**src/rtl/uart_time_rx.sv**
```systemverilog
// uart_time_rx: 8N1 UART receiver feeding an ASCII "YYYY-MM-DD HH:MM:SS<CR|LF>"
// timestamp parser. Parsed fields are range-checked and published atomically
// with a one-cycle time_valid strobe; raw bytes are exposed for debug.
module uart_time_rx #(
    parameter int CLK_FREQ = 100_000_000,
    parameter int BAUD     = 115200
) (
    input  logic        clk,
    input  logic        reset_n,        // active-high synchronous reset
    input  logic        rx_pin,
    output logic [7:0]  rx_byte,
    output logic        rx_byte_valid,
    output logic [13:0] year,
    output logic [3:0]  month,
    output logic [4:0]  day,
    output logic [4:0]  hour,
    output logic [5:0]  minute,
    output logic [5:0]  second,
    output logic        time_valid,
    output logic        frame_err,
    output logic        parse_err
);

    localparam int CLKS_PER_BIT = CLK_FREQ / BAUD;
    localparam int CNT_W        = $clog2(CLKS_PER_BIT + 1);
    localparam logic [CNT_W-1:0] C_BIT_END  = CNT_W'(CLKS_PER_BIT - 1);
    localparam logic [CNT_W-1:0] C_HALF_END = CNT_W'(CLKS_PER_BIT / 2 - 1);

    localparam logic [1:0] S_IDLE  = 2'd0;
    localparam logic [1:0] S_START = 2'd1;
    localparam logic [1:0] S_DATA  = 2'd2;
    localparam logic [1:0] S_STOP  = 2'd3;

    // ------------------------------------------------------------------
    // Receiver
    // ------------------------------------------------------------------
    logic             r_rx_meta;
    logic             r_rx_sync;
    logic [1:0]       r_state;
    logic [CNT_W-1:0] r_cnt;
    logic [2:0]       r_bit_idx;
    logic [7:0]       r_shift;
    logic [7:0]       r_rx_byte;
    logic             r_rx_valid;
    logic             r_frame_err;

    // Two-flop synchroniser; resets to the idle (high) line level
    always_ff @(posedge clk) begin
        if (reset_n) begin
            r_rx_meta <= 1'b1;
            r_rx_sync <= 1'b1;
        end else begin
            r_rx_meta <= rx_pin;
            r_rx_sync <= r_rx_meta;
        end
    end

    // Bit-timing FSM: half-bit start qualification, then mid-bit sampling
    always_ff @(posedge clk) begin
        if (reset_n) begin
            r_state     <= S_IDLE;
            r_cnt       <= '0;
            r_bit_idx   <= '0;
            r_shift     <= '0;
            r_rx_byte   <= '0;
            r_rx_valid  <= 1'b0;
            r_frame_err <= 1'b0;
        end else begin
            r_rx_valid  <= 1'b0;
            r_frame_err <= 1'b0;
            case (r_state)
                S_IDLE: begin
                    r_cnt <= '0;
                    if (!r_rx_sync) begin
                        r_state <= S_START;
                    end
                end
                S_START: begin
                    if (r_cnt == C_HALF_END) begin
                        r_cnt     <= '0;
                        r_bit_idx <= '0;
                        // A line that has gone high again was only a glitch
                        r_state   <= r_rx_sync ? S_IDLE : S_DATA;
                    end else begin
                        r_cnt <= r_cnt + 1'b1;
                    end
                end
                S_DATA: begin
                    if (r_cnt == C_BIT_END) begin
                        r_cnt   <= '0;
                        r_shift <= {r_rx_sync, r_shift[7:1]};
                        if (r_bit_idx == 3'd7) begin
                            r_state <= S_STOP;
                        end else begin
                            r_bit_idx <= r_bit_idx + 1'b1;
                        end
                    end else begin
                        r_cnt <= r_cnt + 1'b1;
                    end
                end
                default: begin // S_STOP
                    if (r_cnt == C_BIT_END) begin
                        r_cnt   <= '0;
                        r_state <= S_IDLE;
                        if (r_rx_sync) begin
                            r_rx_byte  <= r_shift;
                            r_rx_valid <= 1'b1;
                        end else begin
                            r_frame_err <= 1'b1;
                        end
                    end else begin
                        r_cnt <= r_cnt + 1'b1;
                    end
                end
            endcase
        end
    end

    // ------------------------------------------------------------------
    // Parser
    // ------------------------------------------------------------------
    logic [4:0]  r_pos;
    logic        r_resync;
    logic [13:0] r_acc_year;
    logic [13:0] r_year;
    logic [3:0]  r_month;
    logic [4:0]  r_day;
    logic [4:0]  r_hour;
    logic [5:0]  r_minute;
    logic [5:0]  r_second;
    logic        r_time_valid;
    logic        r_parse_err;

    logic        w_is_digit;
    logic        w_is_eol;
    logic [3:0]  w_digit;
    logic        w_char_ok;
    logic        w_accept;
    logic        w_range_ok;
    logic [6:0]  w_acc [5];     // month, day, hour, minute, second

    assign w_is_digit = (r_rx_byte >= 8'h30) && (r_rx_byte <= 8'h39);
    assign w_is_eol   = (r_rx_byte == 8'h0D) || (r_rx_byte == 8'h0A);
    assign w_digit    = r_rx_byte[3:0];     // low nibble of '0'..'9' is the value

    // Expected character class for the current position
    always_comb begin
        w_char_ok = w_is_digit;
        case (r_pos)
            5'd4, 5'd7:   w_char_ok = (r_rx_byte == 8'h2D);
            5'd10:        w_char_ok = (r_rx_byte == 8'h20);
            5'd13, 5'd16: w_char_ok = (r_rx_byte == 8'h3A);
            5'd19:        w_char_ok = w_is_eol;
            default:      w_char_ok = w_is_digit;
        endcase
    end

    // Byte accepted into the string body (positions 0..18)
    assign w_accept = r_rx_valid && !r_resync && w_char_ok && (r_pos != 5'd19);

    // Two-digit fields: field gi occupies positions 5+3*gi and 6+3*gi
    genvar gi;
    generate
        for (gi = 0; gi < 5; gi++) begin : g_field
            localparam logic [4:0] C_POS_HI = 5'(5 + 3 * gi);
            localparam logic [4:0] C_POS_LO = 5'(6 + 3 * gi);
            logic [6:0] r_acc;

            // Decimal accumulate on this field's digit positions; clear on a new string
            always_ff @(posedge clk) begin
                if (reset_n) begin
                    r_acc <= '0;
                end else if (w_accept) begin
                    if (r_pos == 5'd0) begin
                        r_acc <= '0;
                    end else if ((r_pos == C_POS_HI) || (r_pos == C_POS_LO)) begin
                        r_acc <= r_acc * 7'd10 + {3'd0, w_digit};
                    end
                end
            end

            assign w_acc[gi] = r_acc;
        end
    endgenerate

    assign w_range_ok = (w_acc[0] >= 7'd1) && (w_acc[0] <= 7'd12) &&
                        (w_acc[1] >= 7'd1) && (w_acc[1] <= 7'd31) &&
                        (w_acc[2] <= 7'd23) && (w_acc[3] <= 7'd59) &&
                        (w_acc[4] <= 7'd59);

    // Position tracking, error/resync handling and atomic output update
    always_ff @(posedge clk) begin
        if (reset_n) begin
            r_pos        <= '0;
            r_resync     <= 1'b0;
            r_acc_year   <= '0;
            r_year       <= 14'd2024;
            r_month      <= 4'd1;
            r_day        <= 5'd1;
            r_hour       <= '0;
            r_minute     <= '0;
            r_second     <= '0;
            r_time_valid <= 1'b0;
            r_parse_err  <= 1'b0;
        end else begin
            r_time_valid <= 1'b0;
            r_parse_err  <= 1'b0;
            if (r_rx_valid) begin
                if (r_resync) begin
                    if (w_is_eol) begin
                        r_resync <= 1'b0;
                        r_pos    <= '0;
                    end
                end else if ((r_pos == 5'd0) && w_is_eol) begin
                    // Second half of a CRLF pair, or a blank line: ignore
                    r_pos <= '0;
                end else if (!w_char_ok) begin
                    r_parse_err <= 1'b1;
                    r_pos       <= '0;
                    // An early line end already marks the next string boundary
                    r_resync    <= !w_is_eol;
                end else if (r_pos == 5'd19) begin
                    r_pos <= '0;
                    if (w_range_ok) begin
                        r_year       <= r_acc_year;
                        r_month      <= w_acc[0][3:0];
                        r_day        <= w_acc[1][4:0];
                        r_hour       <= w_acc[2][4:0];
                        r_minute     <= w_acc[3][5:0];
                        r_second     <= w_acc[4][5:0];
                        r_time_valid <= 1'b1;
                    end else begin
                        r_parse_err <= 1'b1;
                    end
                end else begin
                    r_pos <= r_pos + 1'b1;
                    if (r_pos == 5'd0) begin
                        r_acc_year <= {10'd0, w_digit};
                    end else if (r_pos <= 5'd3) begin
                        r_acc_year <= r_acc_year * 14'd10 + {10'd0, w_digit};
                    end
                end
            end
        end
    end

    assign rx_byte       = r_rx_byte;
    assign rx_byte_valid = r_rx_valid;
    assign frame_err     = r_frame_err;
    assign year          = r_year;
    assign month         = r_month;
    assign day           = r_day;
    assign hour          = r_hour;
    assign minute        = r_minute;
    assign second        = r_second;
    assign time_valid    = r_time_valid;
    assign parse_err     = r_parse_err;

endmodule
```
**config.mk**
```make
export PLATFORM = sky130hd
export DESIGN_NAME = uart_time_rx
export DESIGN_NICKNAME = d
export VERILOG_FILES = /design/src/rtl/uart_time_rx.sv
export SDC_FILE = /design/constraint.sdc
export NUM_CORES = 1
export LEC_CHECK = 0
export ABC_CLOCK_PERIOD_IN_PS = 3400
export BUFFER_PORTS_ARGS = -buffer_cell sky130_fd_sc_hd__buf_4
export CAP_MARGIN = 20
export CORE_MARGIN = 2
export CORE_UTILIZATION = 25
export CTS_CLUSTER_DIAMETER = 50
export DETAILED_ROUTE_END_ITERATION = 12
export HOLD_SLACK_MARGIN = 0.02
export PLACE_DENSITY_LB_ADDON = 0.08
export SYNTH_ARGS = -nofsm -noshare
export SYNTH_HDL_FRONTEND = slang
export SYNTH_SLANG_ARGS = --single-unit
```
**constraint.sdc**
```tcl
create_clock -name clk -period 3.4 [get_ports clk]
set_input_delay 0.68 -clock clk [delete_from_list [all_inputs] [get_ports clk]]
set_output_delay 0.68 -clock clk [all_outputs]
set_load 0.03 [all_outputs]
```
======== After elaboration in Yosys (flattened, before gate mapping) ========
Index checks and enable logic that the tools add are counted.
word-level totals
  register bits after elaboration ......... 132
  input bits .............................. 3
  output and inout bits ................... 52
cells by class
  $add $sub $neg .......................... 9
  $mul .................................... 6
  magnitude comparators ................... 10
  equality and inequality tests ........... 33
  muxes and demuxes ....................... 42
  bitwise gates (word level) .............. 7
  reductions and logical operators ........ 47
operator list
  operator               count
  $mux 7                 10
  $eq 5x4->1 const B     8
  $add 7x4->7            5
  $mul 7x3->6 const B    5
  $mux 14                2
  $mux 5                 5
  $eq 8x6->1 const B     3
  $eq 5x3->1 const B     4
  $eq 5x5->1 const B     4
  $mux 10                2
  $pmux 10 s2            1
  $eq 8x4->1 const B     2
  $add 14x4->14          1
  $ge 7x1->1 const B     2
  $le 7x5->1 const B     2
  $le 7x6->1 const B     2
  $mul 14x3->13 const B  1
  $reduce_and 2->1       7
  $reduce_bool 2->1      7
  $mux 2                 6
  $reduce_and 6->1       2
  $logic_and 1x1->1      11
  $add 10x1->10 const B  1
  $eq 10x10->1 const B   1
  32 further kinds       60

======== Depth between registers and ports, before layout ========
Gate-level depths: netlist of the first run.
  word-level depth ........................ 10
  mapped depth ............................ 11

======== Least setup slack after synthesis of the first run ========
OpenSTA, ideal clock, no wires.
  path kind ............................... register to register
  from .................................... register r_rx_byte[2], in the netlist rx_byte[2]
  to ...................................... register r_acc_year[13]
  library setup time ...................... 101 ps
  arrival ................................. 3,030 ps
  data required time ...................... 3,299 ps
  slack ................................... 269 ps
  cell stages (with the launch flop) ...... 11
  cell sequence ........................... dfxtp_1 > clkbuf_1 > inv_1 > fa_1 > nor2b_1 > o2111ai_1 > nor4_1 > nand2_1 > nor4_1 > xnor2_1 > o41ai_1
between the ends
  word-level cells in the longest chain between the ends .. 5
  elaborated cells between the ends (all ways) .. 16
RTL lines
  what                                                                RTL line  RTL
  from (decl)                                                         43        logic [7:0] r_rx_byte;
  from (signal assigned)                                              106       r_rx_byte <= r_shift;
  parallel branches: the longest is 5 deep, another holds $ge 8x6->1  n/a
  to (signal assigned)                                                238       r_acc_year <= {10'd0, w_digit};
  to (signal assigned)                                                240       r_acc_year <= r_acc_year * 14'd10 + {10'd0, w_digit};
  to (decl)                                                           124       logic [13:0] r_acc_year;
Several ways; the timed one is not identified. The select of a mux whose other input is x is not followed.
A chain may end at the register's enable or synchronous reset.

======== Worst setup path after layout of the first run ========
  from .................................... register r_pos[1]
  to ...................................... register r_year[10], in the netlist year[10]
between the ends
  word-level cells in the longest chain between the ends .. 4
  elaborated cells between the ends (all ways) .. 13
RTL lines
  what                                                         RTL line  RTL
  from (decl)                                                  122       logic [4:0] r_pos;
  from (signal assigned)                                       236       r_pos <= r_pos + 1'b1;
  $eq 5x4->1, or another cell as far along                     149       case (r_pos)
  $reduce_or 2->1 / $logic_and 1x1->1 (equally long branches)  149, 214
  $pmux 1 s4 / $not 1->1 (equally long branches)               n/a
  $reduce_and 6->1 (no line) *                                 n/a
  to (signal assigned)                                         225       r_year <= r_acc_year;
  to (decl)                                                    125       logic [13:0] r_year;
Every way passes the cells marked *; elsewhere a longest branch is shown, timed or not.

==> flow_metrics.tcl, run 1 <==
set metrics [dict create \
    ys_top_cells_by_area "dfxtp_1 (35%), ha_1 (11%), mux2i_1 (6.7%), xnor2_1 (5.0%), nor2_1 (5.0%)" \
    insertion_delay_ps 430 \
    io_pins 55 \
    overflow 0 \
    hold_buffers 0 \
    synthesis.nets 952 \
    final_max_slew_viol_count 0 \
    min_period_ps 3216 \
    synth_cell_types 61 \
    worst_clock_skew_ps 15.48 \
    post_drt_wl_per_cell_um 15.06 \
    grt_pass1_vias 6172 \
    synth_edf_count 0 \
    final-hold-violation-count 0 \
    fin_nets 1015 \
    cts_max_path_buffers 2 \
    die_w_um 179 \
    syn_avg_cell_area_um2 8.790 \
    cts-htree-levels 4 \
    gp_congestion 0.7745 \
    fp.coreArea_mm2 0.03035 \
    io_buffer_count 54 \
    slowest_stage "a2111o_2" \
    start_util_pct 25.23 \
    setup_viol 0 \
    rsz0062_at_grt "no" \
    grt_max_degree 70 \
    relSlewSlack_pct 44.44 \
    crit_fanout 30 \
    grt_pass1_wl_um 33710 \
    via_per_inst 4.574 \
    ys_ff_latch 132 \
    drive_gt1_share_pct 14.78 \
    worst-setup-path-type "flip-flop to flip-flop" \
    timing.hold.ws_ps 411.1 \
    cts_resized 0 \
    finalPower_mw 3.634 \
    antenna_found_initial 0 \
    max_stage_delay_ps 550 \
    synthCells 871 \
    die_area_mm2 0.03204 \
    track_usage_pct 13.48 \
    fin_setup_tns_ps 0 \
    synth_ff_type "dfxtp_1" \
    ant_nets 0 \
    clkSinkCount 132 \
    n_antenna_cell 0 \
    async_flop_share_pct 0 \
    path_clk_slew_ps 60 \
    leakagePower_nw 3.904 \
    worstPathRequired_ps 3710 \
    clockRootBuffer "clkbuf_16" \
    wl_um 20230 \
    cp-end-kind "flip-flop" \
    fmax_mhz 311.0 \
    cts_setup_buffers 0 \
    synth_seq_area_share_pct 34.52 \
    ir_drop_mv 0.3051 \
    finalCritPeriodShare_pct 94.58 \
    route.vias.total 6143 \
    min-delay-path-class "flip-flop to flip-flop" \
    cap_viol_max_count 0 \
    worst_pin_slew_ps 822.9 \
    drc 0 \
    dp_slack_ps 125.4 \
    die_y_um 179 \
    first_iter_violations 340 \
    cts_made_buffers 17 \
    cts_tree "yes" \
    status "finished clean" \
    first_pass_iters 4 \
    area_growth_pct 21.08 \
    synth_top_area_share_pct 34.52 \
    p_per_area_mw_per_mm2 392.1 \
    rows 64 \
    fin_ws_ps 184.1 \
    hpwl_um 14590 \
    startpoint_type "flip-flop" \
    yosys.area.top_type "dfxtp_1" \
    path_cells "inv_1 -> ha_1 -> and4b_1 -> or2_0 -> o41a_1 -> o31a_4 -> a2111o_2 -> buf_12 -> a211o_1" \
    ys_warn_count 0 \
    syn-cell-area_mm2 0.007656 \
    crit_arrival_ps 3520 \
]
-- worst paths after layout --
check / from / to / slack (ps) / depth (start not counted)
worst max-delay path: r_pos[1]$_SDFFE_PP0P_ / year[10]$_SDFFE_PP1P_ / 180 / 9
worst min-delay path: r_rx_meta$_SDFF_PP1_ / r_rx_sync$_SDFF_PP1_ / 410 / 1
worst max register to register: r_pos[1]$_SDFFE_PP0P_ / year[10]$_SDFFE_PP1P_ / 180 / 9
worst min register to register: r_rx_meta$_SDFF_PP1_ / r_rx_sync$_SDFF_PP1_ / 410 / 1
-- power by group --
group	total, mW	switching, mW	internal, mW
Sequential	1.55	0.00290	1.55
Combinational	0.0345	0.0275	0.00706
Clock	2.05	0.770	1.28
Total	3.63	0.800	2.83
-- final cells by class --
class	count	area (um2)
Clock buffer	19	452.9
Clock inverter	13	196.4
Fill cell	3261	21080
Inverter	38	142.6
Multi-Input combinational cell	659	4666
Sequential cell	132	2643
Tap cell	396	495.5
Timing Repair Buffer	86	674.4
-- layer usage --
layer / share of wire, % / wire length [um] / GRT usage (%) / up-vias
met2: 45 / 9054 / 21.25 / 66
met4: 0.78 / 157 / 3.862 / 0
met1: 51 / 10410 / 18.73 / 2889
met3: 3.0 / 605 / 2.439 / 10
met5: 0 / 0 / 0 / -
li1: - / - / - / 3178
-- state kept, by name, summed over array words and instances, names as in the netlist, 2 cells and up --
register and cells:
g_field.r_acc 35, r_acc_year 14, year 14, r_cnt 10, r_shift 8, rx_byte 8
minute 6, second 6, day 5, hour 5, r_pos 5, month 4
r_bit_idx 3, r_state 2
-- critical path, delay by kind of cell, from the launching register on --
kind            cells  cell delay [ps]
compound gates      4             1690
simple gates        2              450
flops               1              420
buf+inv             2              310
fa+ha+maj           1              230
-- placed cells by master, fill, tap and decap left out, types with 3 or more instances in the layout --
cell type,count
nor2b_1,6
a21o_1,13
nand4_1,9
ha_1,66
and3_1,3
a211oi_1,7
a21oi_1,75
o2111ai_1,6
nand3b_1,6
xnor2_1,44
and2_1,3
fa_1,12
inv_1,38
nor2_1,100
clkbuf_16,17
nor4_1,8
a211o_1,12
a31oi_1,3
nor3b_1,6
clkinv_4,4
buf_4,83
dfxtp_1,132
o21ai_0,12
or2_2,4
o21a_1,4
inv_6,3
nor3_1,13
or3b_2,9
nand2b_1,4
nand3_1,35
xor2_1,15
mux2i_1,51
bufinv_16,4
nand2_1,82
or3_1,19
-- cells in the mapped netlist (all sizes together), types with 15 or more instances --
library cell    n
a21oi          75
buf            15
clkbuf         27
dfxtp         132
ha             66
inv            38
mux2i          51
nand2          82
nand3          35
nor2          101
or3            19
xnor2          44
xor2           15
-- logic make-up (layout without fill, tap and decap cells) --
| group | after synthesis | in the layout | share of synthesized area, % |
|---|---|---|---|
| flip-flops | 132 | 132 | 34.52 |
| XOR/XNOR | 59 | 59 | 6.750 |
| buffers and inverters | 80 | 156 | 4.772 |
| multiplexers | 51 | 51 | 6.668 |
| AO/OA/AOI/OAI | 151 | 151 | 13.06 |
| AND/OR/NAND/NOR | 320 | 320 | 20.31 |
| adder cells (fa/ha/maj) | 78 | 78 | 13.92 |
-- through the flow --
step / cells / cell area (um2) / utilization, %
final: 1343 / 9270 / 30.55
after global routing: 1343 / 9270 / 30.55
after CTS: 1343 / 9253 / 30.49
after detailed placement: 1311 / 8603 / 28.35
after global placement: 1311 / 8603 / 28.35
after floorplan: 871 / 7656 / -
(Power assumes the default switching activity.)
==> run 2, diff against run 1 <==
--- a/config.mk
+++ b/config.mk
@@ -13,6 +13,7 @@
 export CTS_CLUSTER_DIAMETER = 50
 export DETAILED_ROUTE_END_ITERATION = 12
 export HOLD_SLACK_MARGIN = 0.02
+export MAX_ROUTING_LAYER = met4
 export PLACE_DENSITY_LB_ADDON = 0.08
 export SYNTH_ARGS = -nofsm -noshare
 export SYNTH_HDL_FRONTEND = slang
==> flow_metrics.tcl, run 2 (synthesis results as in run 1) <==
set metrics [dict create \
    status "finished clean" \
    first_iter_violations 346 \
    largest_register_ffs 35 \
    path_cells "inv_1 -> ha_1 -> and4b_1 -> or2_0 -> o41a_1 -> o31a_4 -> a2111o_2 -> buf_12 -> a211o_1" \
    hold_buffers 0 \
    grt_pass1_vias 6157 \
    rows 64 \
    relSlewSlack_pct 44.47 \
    place_area_mm2 0.008603 \
    cap_viol_max_count 0 \
    grt_max_degree 70 \
    cts-htree-levels 4 \
    fin_nets 1015 \
    first_pass_iters 5 \
    final_area_mm2 0.009270 \
    min_period_ps 3214 \
    worstPathRequired_ps 3700 \
    die_y_um 179 \
    ir_drop_mv 0.3009 \
    start_util_pct 25.23 \
    antenna_found_initial 0 \
    io_buffer_count 54 \
    cts_made_buffers 17 \
    die_w_um 179 \
    fin_setup_tns_ps 0 \
    gp_congestion 0.7851 \
    p_per_area_mw_per_mm2 391.8 \
    clockRootBuffer "clkbuf_16" \
    multi_input_area_mm2 0.004666 \
    path_clk_slew_ps 60 \
    ant_nets 0 \
    drc 0 \
    final_max_slew_viol_count 0 \
    fp.coreArea_mm2 0.03035 \
    nFillCells 3261 \
    largest-register "g_field.r_acc" \
    track_usage_pct 13.88 \
    finalCritPeriodShare_pct 94.54 \
    worst-setup-path-type "flip-flop to flip-flop" \
    area_growth_pct 21.08 \
    insertion_delay_ps 430 \
    io_pins 55 \
    hpwl_um 14590 \
    worst_pin_slew_ps 822.6 \
    wl_um 20220 \
    final-hold-violation-count 0 \
    regArea_mm2 0.002643 \
    cts_tree "yes" \
    crit_fanout 30 \
    slowest_stage "a2111o_2" \
    startpoint_type "flip-flop" \
    leakagePower_nw 3.904 \
    grt_pass1_wl_um 33750 \
    setup_viol 0 \
    overflow 0 \
    final_cell_mix "dfxtp_1 (132), nor2_1 (100), buf_4 (83), nand2_1 (82), a21oi_1 (75)" \
    rsz0062_at_grt "no" \
    drive_gt1_share_pct 14.78 \
    via_per_inst 4.588 \
    cts_max_path_buffers 2 \
    fmax_mhz 311.1 \
    fin_util_pct 30.55 \
    finalPower_mw 3.632 \
    max_stage_delay_ps 550 \
    crit_arrival_ps 3520 \
    cp-end-kind "flip-flop" \
    clkSinkCount 132 \
    n_antenna_cell 0 \
    min-delay-path-class "flip-flop to flip-flop" \
    timing.hold.ws_ps 410.9 \
    post_drt_wl_per_cell_um 15.06 \
    layout_commonest_cell "dfxtp_1" \
    worst_clock_skew_ps 16.82 \
    route.vias.total 6162 \
    die_area_mm2 0.03204 \
]
[run 2: cell counts in the layout (fill, tap and decap cells not counted)]
No cell type changed its count.
[run 2: metal layers]
metal	share of wire (%)	global-route usage (%)	up-vias
met5	0	-	-
met4	0.73	3.659	0
met2	45	21.27	79
met1	52	18.86	2897
li1	-	-	3174
met3	2.6	2.375	12
[run 2: power by group]
group / internal (mW) / switching, mW / leakage, nW
Combinational: 0.00706 / 0.0271 / 2.53
Clock: 1.28 / 0.768 / 0.311
Sequential: 1.55 / 0.00294 / 1.06
[run 2: cell type report]
type                    count  share of cell area (%)
multi-input cells         659                   50.33
flip-flops and latches    132                   28.51
repair buffers             86                   7.275
well taps                 396                   5.345
clock buffers              19                   4.886
clock inverters            13                   2.119
inverters                  38                   1.539
[run 2: final timing paths]
check	slack, ps	cells past startpoint	start	to
worst min-delay path	410	1	r_rx_meta$_SDFF_PP1_	r_rx_sync$_SDFF_PP1_
worst max-delay path	190	9	r_pos[1]$_SDFFE_PP0P_	year[10]$_SDFFE_PP1P_
worst min register to register	410	1	r_rx_meta$_SDFF_PP1_	r_rx_sync$_SDFF_PP1_
worst max register to register	190	9	r_pos[1]$_SDFFE_PP0P_	year[10]$_SDFFE_PP1P_
[run 2: repair_timing]
action | in CTS | in global routing
buffers inserted | 0 | 0
gates resized for setup | 0 | 3
endpoints found under the setup margin | 0 | 27
[run 2: metrics by stage]
step | worst slack, ps | std cells
2_1_floorplan | 269.2 | 871
3_3_place_gp | 167.9 | 1311
3_5_place_dp | 125.4 | 1311
4_1_cts | 121.6 | 1343
5_1_grt | 36.01 | 1343
6_report | 185.6 | 1343
[run 2: critical path, delay by kind of cell, from the launching register on]
| kind | cells | cell delay, ps |
|---|---|---|
| buffers and inverters | 2 | 300 |
| AOI/OAI and AO/OA | 4 | 1690 |
| and+or+nand+nor | 2 | 450 |
| adders and majority gates | 1 | 230 |
| DFF | 1 | 420 |
